===== src/rtl/alu_pkg.sv =====
// Shared definitions for the ALU sequencer slice.
// Contents: word/opcode/register-index widths, opcode encodings,
// instruction field positions, FSM state encoding and an instruction builder.
package alu_pkg;

   localparam int WORD_WIDTH     = 8;
   localparam int OPCODE_WIDTH   = 4;
   localparam int REG_ADDR_WIDTH = 3;
   localparam int INSTR_WIDTH    = 16;

   // Instruction layout: [15:12] opcode, [11:9] rd, [8:6] rs1, [5:3] rs2, [2:0] unused
   localparam int OPC_LSB = 12;
   localparam int RD_LSB  = 9;
   localparam int RS1_LSB = 6;
   localparam int RS2_LSB = 3;

   // Opcode encodings understood by the alu
   localparam logic [3:0] OP_ADD   = 4'h0;
   localparam logic [3:0] OP_SUB   = 4'h1;
   localparam logic [3:0] OP_INC   = 4'h2;
   localparam logic [3:0] OP_AND   = 4'h3;
   localparam logic [3:0] OP_OR    = 4'h4;
   localparam logic [3:0] OP_XOR   = 4'h5;
   localparam logic [3:0] OP_NOT   = 4'h6;
   localparam logic [3:0] OP_PASSA = 4'h7;

   // Sequencer FSM state encoding
   typedef logic [1:0] state_t;
   localparam state_t ST_IDLE = 2'd0;
   localparam state_t ST_READ = 2'd1;
   localparam state_t ST_EXEC = 2'd2;
   localparam state_t ST_WB   = 2'd3;

   // Assemble a 16-bit instruction word from its fields
   function automatic logic [15:0] mk_instr(input logic [3:0] opc, input logic [2:0] rd,
                                            input logic [2:0] rs1, input logic [2:0] rs2);
      mk_instr = {opc, rd, rs1, rs2, 3'b000};
   endfunction

endpackage


===== src/rtl/alu_sequencer_if.sv =====
// Instruction handshake and retirement bus of the ALU sequencer.
// master = instruction issuer, slave = sequencer.
interface alu_sequencer_if #(
   parameter int WORD_WIDTH = alu_pkg::WORD_WIDTH
);
   logic                  instr_valid;
   logic [15:0]           instr;
   logic                  instr_ready;
   logic                  done;
   logic [WORD_WIDTH-1:0] result;
   logic                  zero_flag;

   modport master (output instr_valid, output instr,
                   input  instr_ready, input done, input result, input zero_flag);
   modport slave  (input  instr_valid, input instr,
                   output instr_ready, output done, output result, output zero_flag);
endinterface


===== src/rtl/alu.sv =====
// Existing combinational ALU: result and zero flag for every opcode value.
// Unlisted opcodes pass operand A through, so no opcode is illegal.
module alu #(
   parameter int WORD_WIDTH   = alu_pkg::WORD_WIDTH,
   parameter int OPCODE_WIDTH = alu_pkg::OPCODE_WIDTH
) (
   input  logic [OPCODE_WIDTH-1:0] opcode_i,
   input  logic [WORD_WIDTH-1:0]   a_i,
   input  logic [WORD_WIDTH-1:0]   b_i,
   output logic [WORD_WIDTH-1:0]   result_o,
   output logic                    zero_o
);
   import alu_pkg::*;

   logic [WORD_WIDTH-1:0] res_s;

   // Opcode decode; arithmetic wraps modulo 2**WORD_WIDTH
   always_comb begin
      res_s = '0;
      case (opcode_i)
         OP_ADD:   res_s = a_i + b_i;
         OP_SUB:   res_s = a_i - b_i;
         OP_INC:   res_s = a_i + {{(WORD_WIDTH-1){1'b0}}, 1'b1};
         OP_AND:   res_s = a_i & b_i;
         OP_OR:    res_s = a_i | b_i;
         OP_XOR:   res_s = a_i ^ b_i;
         OP_NOT:   res_s = ~a_i;
         OP_PASSA: res_s = a_i;
         default:  res_s = a_i;
      endcase
   end

   assign result_o = res_s;
   assign zero_o   = (res_s == '0);
endmodule


===== src/rtl/alu_sequencer_regfile.sv =====
// Register file: two async read ports, one async debug read, one sync write.
// Optional macro ALU_SEQ_R0_ZERO_EN: register 0 reads as zero, writes to it dropped.
module alu_sequencer_regfile #(
   parameter int WORD_WIDTH     = alu_pkg::WORD_WIDTH,
   parameter int REG_ADDR_WIDTH = alu_pkg::REG_ADDR_WIDTH
) (
   input  logic                      clock,
   input  logic                      reset,
   input  logic [REG_ADDR_WIDTH-1:0] rs1_addr_i,
   input  logic [REG_ADDR_WIDTH-1:0] rs2_addr_i,
   input  logic [REG_ADDR_WIDTH-1:0] dbg_addr_i,
   input  logic                      wr_en_i,
   input  logic [REG_ADDR_WIDTH-1:0] wr_addr_i,
   input  logic [WORD_WIDTH-1:0]     wr_data_i,
   output logic [WORD_WIDTH-1:0]     rs1_data_o,
   output logic [WORD_WIDTH-1:0]     rs2_data_o,
   output logic [WORD_WIDTH-1:0]     dbg_data_o
);
   localparam int NREGS = 2 ** REG_ADDR_WIDTH;

   logic [WORD_WIDTH-1:0] regs_q [NREGS];
   logic                  wr_block_s;

`ifdef ALU_SEQ_R0_ZERO_EN
   assign wr_block_s = (wr_addr_i == '0);
   assign rs1_data_o = (rs1_addr_i == '0) ? '0 : regs_q[rs1_addr_i];
   assign rs2_data_o = (rs2_addr_i == '0) ? '0 : regs_q[rs2_addr_i];
   assign dbg_data_o = (dbg_addr_i == '0) ? '0 : regs_q[dbg_addr_i];
`else
   assign wr_block_s = 1'b0;
   assign rs1_data_o = regs_q[rs1_addr_i];
   assign rs2_data_o = regs_q[rs2_addr_i];
   assign dbg_data_o = regs_q[dbg_addr_i];
`endif

   // Register storage: cleared on reset, single write port otherwise
   always_ff @(posedge clock) begin
      if (reset) begin
         for (int i = 0; i < NREGS; i++) begin
            regs_q[i] <= '0;
         end
      end else if (wr_en_i && !wr_block_s) begin
         regs_q[wr_addr_i] <= wr_data_i;
      end
   end
endmodule


===== src/rtl/alu_sequencer.sv =====
// ALU sequencer top: IDLE -> READ -> EXEC -> WB, one instruction per 4 cycles.
// Optional macro ALU_SEQ_R0_ZERO_EN makes register 0 a hard-wired zero.
module alu_sequencer #(
   parameter int WORD_WIDTH     = alu_pkg::WORD_WIDTH,
   parameter int OPCODE_WIDTH   = alu_pkg::OPCODE_WIDTH,
   parameter int REG_ADDR_WIDTH = alu_pkg::REG_ADDR_WIDTH
) (
   input  logic                      clock,
   input  logic                      reset,
   alu_sequencer_if.slave            bus,
   input  logic [REG_ADDR_WIDTH-1:0] dbg_addr,
   output logic [WORD_WIDTH-1:0]     dbg_data
);
   import alu_pkg::*;

   state_t                    state_q, state_d;
   logic [OPCODE_WIDTH-1:0]   opc_q;
   logic [REG_ADDR_WIDTH-1:0] rd_q, rs1_q, rs2_q;
   logic [WORD_WIDTH-1:0]     op1_q, op2_q, alu_res_q, result_q;
   logic                      alu_zero_q, zero_q, done_q;

   logic                      hs_s;
   logic [WORD_WIDTH-1:0]     rs1_data_s, rs2_data_s, alu_res_s;
   logic                      alu_zero_s;

   assign hs_s = bus.instr_valid && (state_q == ST_IDLE);

   alu_sequencer_regfile #(
      .WORD_WIDTH     (WORD_WIDTH),
      .REG_ADDR_WIDTH (REG_ADDR_WIDTH)
   ) u_regfile (
      .clock      (clock),
      .reset      (reset),
      .rs1_addr_i (rs1_q),
      .rs2_addr_i (rs2_q),
      .dbg_addr_i (dbg_addr),
      .wr_en_i    (state_q == ST_WB),
      .wr_addr_i  (rd_q),
      .wr_data_i  (alu_res_q),
      .rs1_data_o (rs1_data_s),
      .rs2_data_o (rs2_data_s),
      .dbg_data_o (dbg_data)
   );

   alu #(
      .WORD_WIDTH   (WORD_WIDTH),
      .OPCODE_WIDTH (OPCODE_WIDTH)
   ) u_alu (
      .opcode_i (opc_q),
      .a_i      (op1_q),
      .b_i      (op2_q),
      .result_o (alu_res_s),
      .zero_o   (alu_zero_s)
   );

   // Next-state logic: only IDLE waits, the other states advance every cycle
   always_comb begin
      state_d = state_q;
      case (state_q)
         ST_IDLE: begin
            if (hs_s) begin
               state_d = ST_READ;
            end else begin
               state_d = ST_IDLE;
            end
         end
         ST_READ: state_d = ST_EXEC;
         ST_EXEC: state_d = ST_WB;
         ST_WB:   state_d = ST_IDLE;
         default: state_d = ST_IDLE;
      endcase
   end

   // Sequencer datapath registers; reset wins over handshake and aborts in-flight work
   always_ff @(posedge clock) begin
      if (reset) begin
         state_q    <= ST_IDLE;
         opc_q      <= '0;
         rd_q       <= '0;
         rs1_q      <= '0;
         rs2_q      <= '0;
         op1_q      <= '0;
         op2_q      <= '0;
         alu_res_q  <= '0;
         alu_zero_q <= 1'b0;
         result_q   <= '0;
         zero_q     <= 1'b0;
         done_q     <= 1'b0;
      end else begin
         state_q <= state_d;
         done_q  <= (state_q == ST_EXEC);
         if (hs_s) begin
            opc_q <= bus.instr[OPC_LSB +: OPCODE_WIDTH];
            rd_q  <= bus.instr[RD_LSB  +: REG_ADDR_WIDTH];
            rs1_q <= bus.instr[RS1_LSB +: REG_ADDR_WIDTH];
            rs2_q <= bus.instr[RS2_LSB +: REG_ADDR_WIDTH];
         end
         if (state_q == ST_READ) begin
            op1_q <= rs1_data_s;
            op2_q <= rs2_data_s;
         end
         if (state_q == ST_EXEC) begin
            alu_res_q  <= alu_res_s;
            alu_zero_q <= alu_zero_s;
         end
         if (state_q == ST_WB) begin
            result_q <= alu_res_q;
            zero_q   <= alu_zero_q;
         end
      end
   end

   assign bus.instr_ready = (state_q == ST_IDLE);
   assign bus.done        = done_q;
   assign bus.result      = result_q;
   assign bus.zero_flag   = zero_q;
endmodule


===== src/flat_wrapper.sv =====
// flat-port wrapper written by rule: the top's interface ports become plain ports
module alu_sequencer_flat import alu_pkg::*;
#(
   parameter int WORD_WIDTH     = alu_pkg::WORD_WIDTH,
   parameter int OPCODE_WIDTH   = alu_pkg::OPCODE_WIDTH,
   parameter int REG_ADDR_WIDTH = alu_pkg::REG_ADDR_WIDTH
)
  (clock, reset, dbg_addr, dbg_data, bus_instr_valid, bus_instr, bus_instr_ready, bus_done, bus_result, bus_zero_flag);
  alu_sequencer_if #(.WORD_WIDTH(WORD_WIDTH)) bus_i ();
  input  logic clock;
  input  logic reset;
  input  logic [REG_ADDR_WIDTH-1:0] dbg_addr;
  output logic [WORD_WIDTH-1:0] dbg_data;
  input wire logic [$bits(bus_i.instr_valid)-1:0] bus_instr_valid;
  input wire logic [$bits(bus_i.instr)-1:0] bus_instr;
  output wire logic [$bits(bus_i.instr_ready)-1:0] bus_instr_ready;
  output wire logic [$bits(bus_i.done)-1:0] bus_done;
  output wire logic [$bits(bus_i.result)-1:0] bus_result;
  output wire logic [$bits(bus_i.zero_flag)-1:0] bus_zero_flag;
  assign bus_i.instr_valid = bus_instr_valid;
  assign bus_i.instr = bus_instr;
  assign bus_instr_ready = bus_i.instr_ready;
  assign bus_done = bus_i.done;
  assign bus_result = bus_i.result;
  assign bus_zero_flag = bus_i.zero_flag;
  alu_sequencer #(.WORD_WIDTH(WORD_WIDTH), .OPCODE_WIDTH(OPCODE_WIDTH), .REG_ADDR_WIDTH(REG_ADDR_WIDTH)) u_core (.clock(clock), .reset(reset), .bus(bus_i), .dbg_addr(dbg_addr), .dbg_data(dbg_data));
endmodule

===== config.mk =====
export PLATFORM = sky130hd
export DESIGN_NAME = alu_sequencer_flat
export DESIGN_NICKNAME = d
export VERILOG_FILES = /design/src/rtl/alu_pkg.sv /design/src/rtl/alu_sequencer_if.sv /design/src/rtl/alu.sv /design/src/rtl/alu_sequencer_regfile.sv /design/src/rtl/alu_sequencer.sv /design/src/flat_wrapper.sv
export SDC_FILE = /design/constraint.sdc
export NUM_CORES = 1
export LEC_CHECK = 0
export ABC_AREA = 1
export CAP_MARGIN = 20
export CORE_UTILIZATION = 65
export DETAILED_ROUTE_END_ITERATION = 10
export GPL_TIMING_DRIVEN = 0
export PLACE_DENSITY = 0.87
export SYNTH_ARGS = -nofsm -noshare
export SYNTH_HDL_FRONTEND = slang
export SYNTH_SLANG_ARGS = --single-unit

===== constraint.sdc =====
create_clock -name clock -period 3.82 [get_ports clock]
set_clock_uncertainty 0.05 [all_clocks]
set_input_delay 0.382 -clock clock [delete_from_list [all_inputs] [get_ports clock]]
set_output_delay 0.382 -clock clock [all_outputs]
set_load 0.05 [all_outputs]

==> metrics.yaml <==
finish:
  multiInputGateArea_um2: 3290
  area_growth_syn_to_layout_pct: 15.9
  drive_above_1_share: 0.0416
  seqCellArea_um2: 2920
  nFillCells: 693
  antenna_cells: 0
  fin_nets: 1026
sta:
  hold_viol: 0
  setup-tns-final_ps: 0
  slew_headroom: 0.580
  fin_crit_ps: 3770
  final_max_slew_viol_count: 0
  rsz0062_at_grt: "no"
  max_freq_mhz: 265
  setup_violations: 0
  timing.hold.ws_ps: 177
  finalCritPeriodShare: 0.986
  tightest_slew_ps: 631
routing:
  ant_nets: 0
  via_count: 7225
  drtIter0Drc: 1135
  viasPerCell: 6.46
  drc: 0
  drtPass1Iterations: 9
  totalWireLength_mm: 23.2
  wl_per_cell_um: 20.8
cts:
  ctsResizeCount: 0
  cts_tree: "yes"
  clkSinkCount: 114
  clk_pin_slew_ps: 60
  cts_htree_levels: 4
  ctsHoldBuffers: 0
  numCtsBuffers: 17
  cts-root-buf: "clkbuf_8"
  cts_setup_buffers: 0
  clk_path_buf_depth: 2
  worstSkewPairLatency_ps: 530
critical_path:
  crit_slowest_cell: "clkdlybuf4s50_1"
  setup.worst_path.end_class: "output port"
  critPathLaunchType: "input pin"
  crit_fanout: 10
  critPathKind: "input pin to output port"
  r2r-end: "u_core.alu_res_q[7]"
  rrSetupSlack_ps: 890
  arrival_ps: 3340
  r2r_start: "u_core.op2_q[1]"
  path_cells: "clkdlybuf4s50_1 > clkbuf_1 > o21ai_0 > o21ai_0 > nor2_1 > a31oi_1 > clkdlybuf4s50_1"
  cp_data_required_time_ps: 3390
  max_stage_delay_ps: 860
  reg2regPathDepth: 19
pwr:
  internal-power_w: 0.00307
  p_sw_w: 0.00243
  seq_power_share: 0.304
  pwr-share-comb: 0.418
  p_leak_nw: 3.21
  p_per_area_nw_per_um2: 700
  ir_worst_vdd_mv: 0.535
  p_clk_frac: 0.278
  switching_share: 0.442
global_routing:
  grt_max_degree: 17
  antenna_found_initial: 0
  grt_usage: 0.433
  grt_overflow: 0
  grt_pass1_wl_mm: 35.3
  grt_pass1_vias: 6516
logic_synthesis:
  syn-num-nets: 972
  ys_warn_count: 0
  synth_seq_cells: 114
  syn_avg_cell_area_um2: 7.38
  syn_area_um2: 6790
  async_flop_share: 0
  synth-seq-area-share: 0.431
  synth.distinct_cells: 29
  postSynthCellCount: 919
  ys.flop_type: "edfxtp_1"
  synth-edff-count: 64
place:
  post-dp-hpwl_mm: 16.1
  place_congestion: 1.09
  portBuffers: 35
min_path:
  worstHoldStart: "reset"
  min_path_type: "input pin to flip-flop"
  worstHoldPathCells: 2
  hold_path_end: "u_core.alu_zero_q"
floorplan:
  die_w_um: 104
  die-area_um2: 10900
  ios: 41
  design.core.area_um2: 9950
  start_util: 0.682
  rows: 36
  die_y_um: 104
run_status:
  status: "finished clean"
run:
  cap_violations: 0
## metrics by stage
stage / setup slack [ps] / util / power (W) / area [um^2] / instances
floorplan: 1480 / - / 0.00314 / 6790 / 919
global route: 8.78 / 0.790 / 0.00575 / 7870 / 1119
finish: 52.3 / 0.790 / 0.00551 / 7870 / 1119
detailed placement: 236 / 0.734 / 0.00384 / 7300 / 1087
global placement: 254 / 0.734 / 0.00379 / 7300 / 1087
CTS: 212 / 0.790 / 0.00539 / 7870 / 1119
## how the worst max path moves through the flow
stage	start	slack (ps)	end	cells past startpoint
5_1_grt	dbg_addr[1]	9	dbg_data[6]	7
3_3_place_gp	dbg_addr[1]	250	dbg_data[6]	7
2_1_floorplan	dbg_addr[0]	1480	dbg_data[0]	4
3_5_place_dp	dbg_addr[1]	240	dbg_data[6]	7
6_report	dbg_addr[1]	50	dbg_data[6]	7
4_1_cts	dbg_addr[1]	210	dbg_data[6]	7
## cells in the mapped netlist (6+ instances only)
master      n  area [um^2]
nor2_1    121          454
inv_1      96          360
edfxtp_1   64         1920
clkinv_1   10         37.5
a21oi_1   118          591
o211ai_1   15          113
a31oi_1     8         50.1
o21ai_0   154          771
nand3_1    30          150
o22ai_1    14         87.6
nand3b_1    6         45.0
ha_1       30          375
nand2_1   139          522
dfxtp_1    50         1000
clkbuf_1   40          150
## state kept, by name, indices dropped and copies added, names as in the netlist, 3 cells and up
| name | count |
|---|---|
| u_core.opc_q | 4 |
| u_core.bus.result | 8 |
| u_core.op1_q | 8 |
| u_core.rs2_q | 3 |
| u_core.rs1_q | 3 |
| u_core.u_regfile.regs_q | 64 |
| u_core.rd_q | 3 |
| u_core.alu_res_q | 8 |
| u_core.op2_q | 8 |
## logic make-up (layout without fill, tap and decap cells)
| family | Yosys count | after routing | share of synthesized area |
|---|---|---|---|
| compound gates | 314 | 314 | 0.243 |
| fa+ha+maj | 31 | 31 | 0.0583 |
| buf+inv | 153 | 220 | 0.0850 |
| flops | 114 | 114 | 0.431 |
| simple gates | 307 | 307 | 0.183 |
## metal layers
metal	vias to the layer above	share of wire	global-route usage
met5	-	0	0
met4	0	0.048	0.215
met3	115	0.15	0.154
met2	599	0.43	0.640
met1	3285	0.37	0.562
li1	3226	-	-
## cell type report
class                      instances  area share
buffer                            46      0.0223
timing repair buffer              35      0.0445
clock inverter                    10     0.00827
multi-input combinational        652       0.418
tap                              133      0.0212
inverter                         107      0.0511
clock buffer                      22      0.0635
sequential                       114       0.372
## power by group through the flow
stage	registers (W)	logic, W	clock network [W]
finish	0.00167	0.00230	0.00153
global placement	0.00168	0.00211	0
CTS	0.00166	0.00221	0.00152
detailed placement	0.00169	0.00215	0
global route	0.00169	0.00249	0.00157
floorplan	0.00168	0.00146	0
## cell usage in the layout (no fill, tap or decap), drive strengths merged, types with 13 or more instances in the layout
master	synthesis	layout
o211ai	15	15
clkdlybuf4s50	0	35
ha	30	30
a21oi	119	119
nor2	123	123
dfxtp	50	50
nand2	141	141
edfxtp	64	64
clkinv	10	13
inv	97	104
nand3	30	30
o21ai	154	154
clkbuf	40	62
o22ai	14	14
## worst max-delay path, delay by kind of cell
kind	cells	cell delay, ps
buffers and inverters	3	1940
AND/OR/NAND/NOR	1	80
AO/OA/AOI/OAI	3	930
Note: power is estimated with default switching activity, not from simulation.
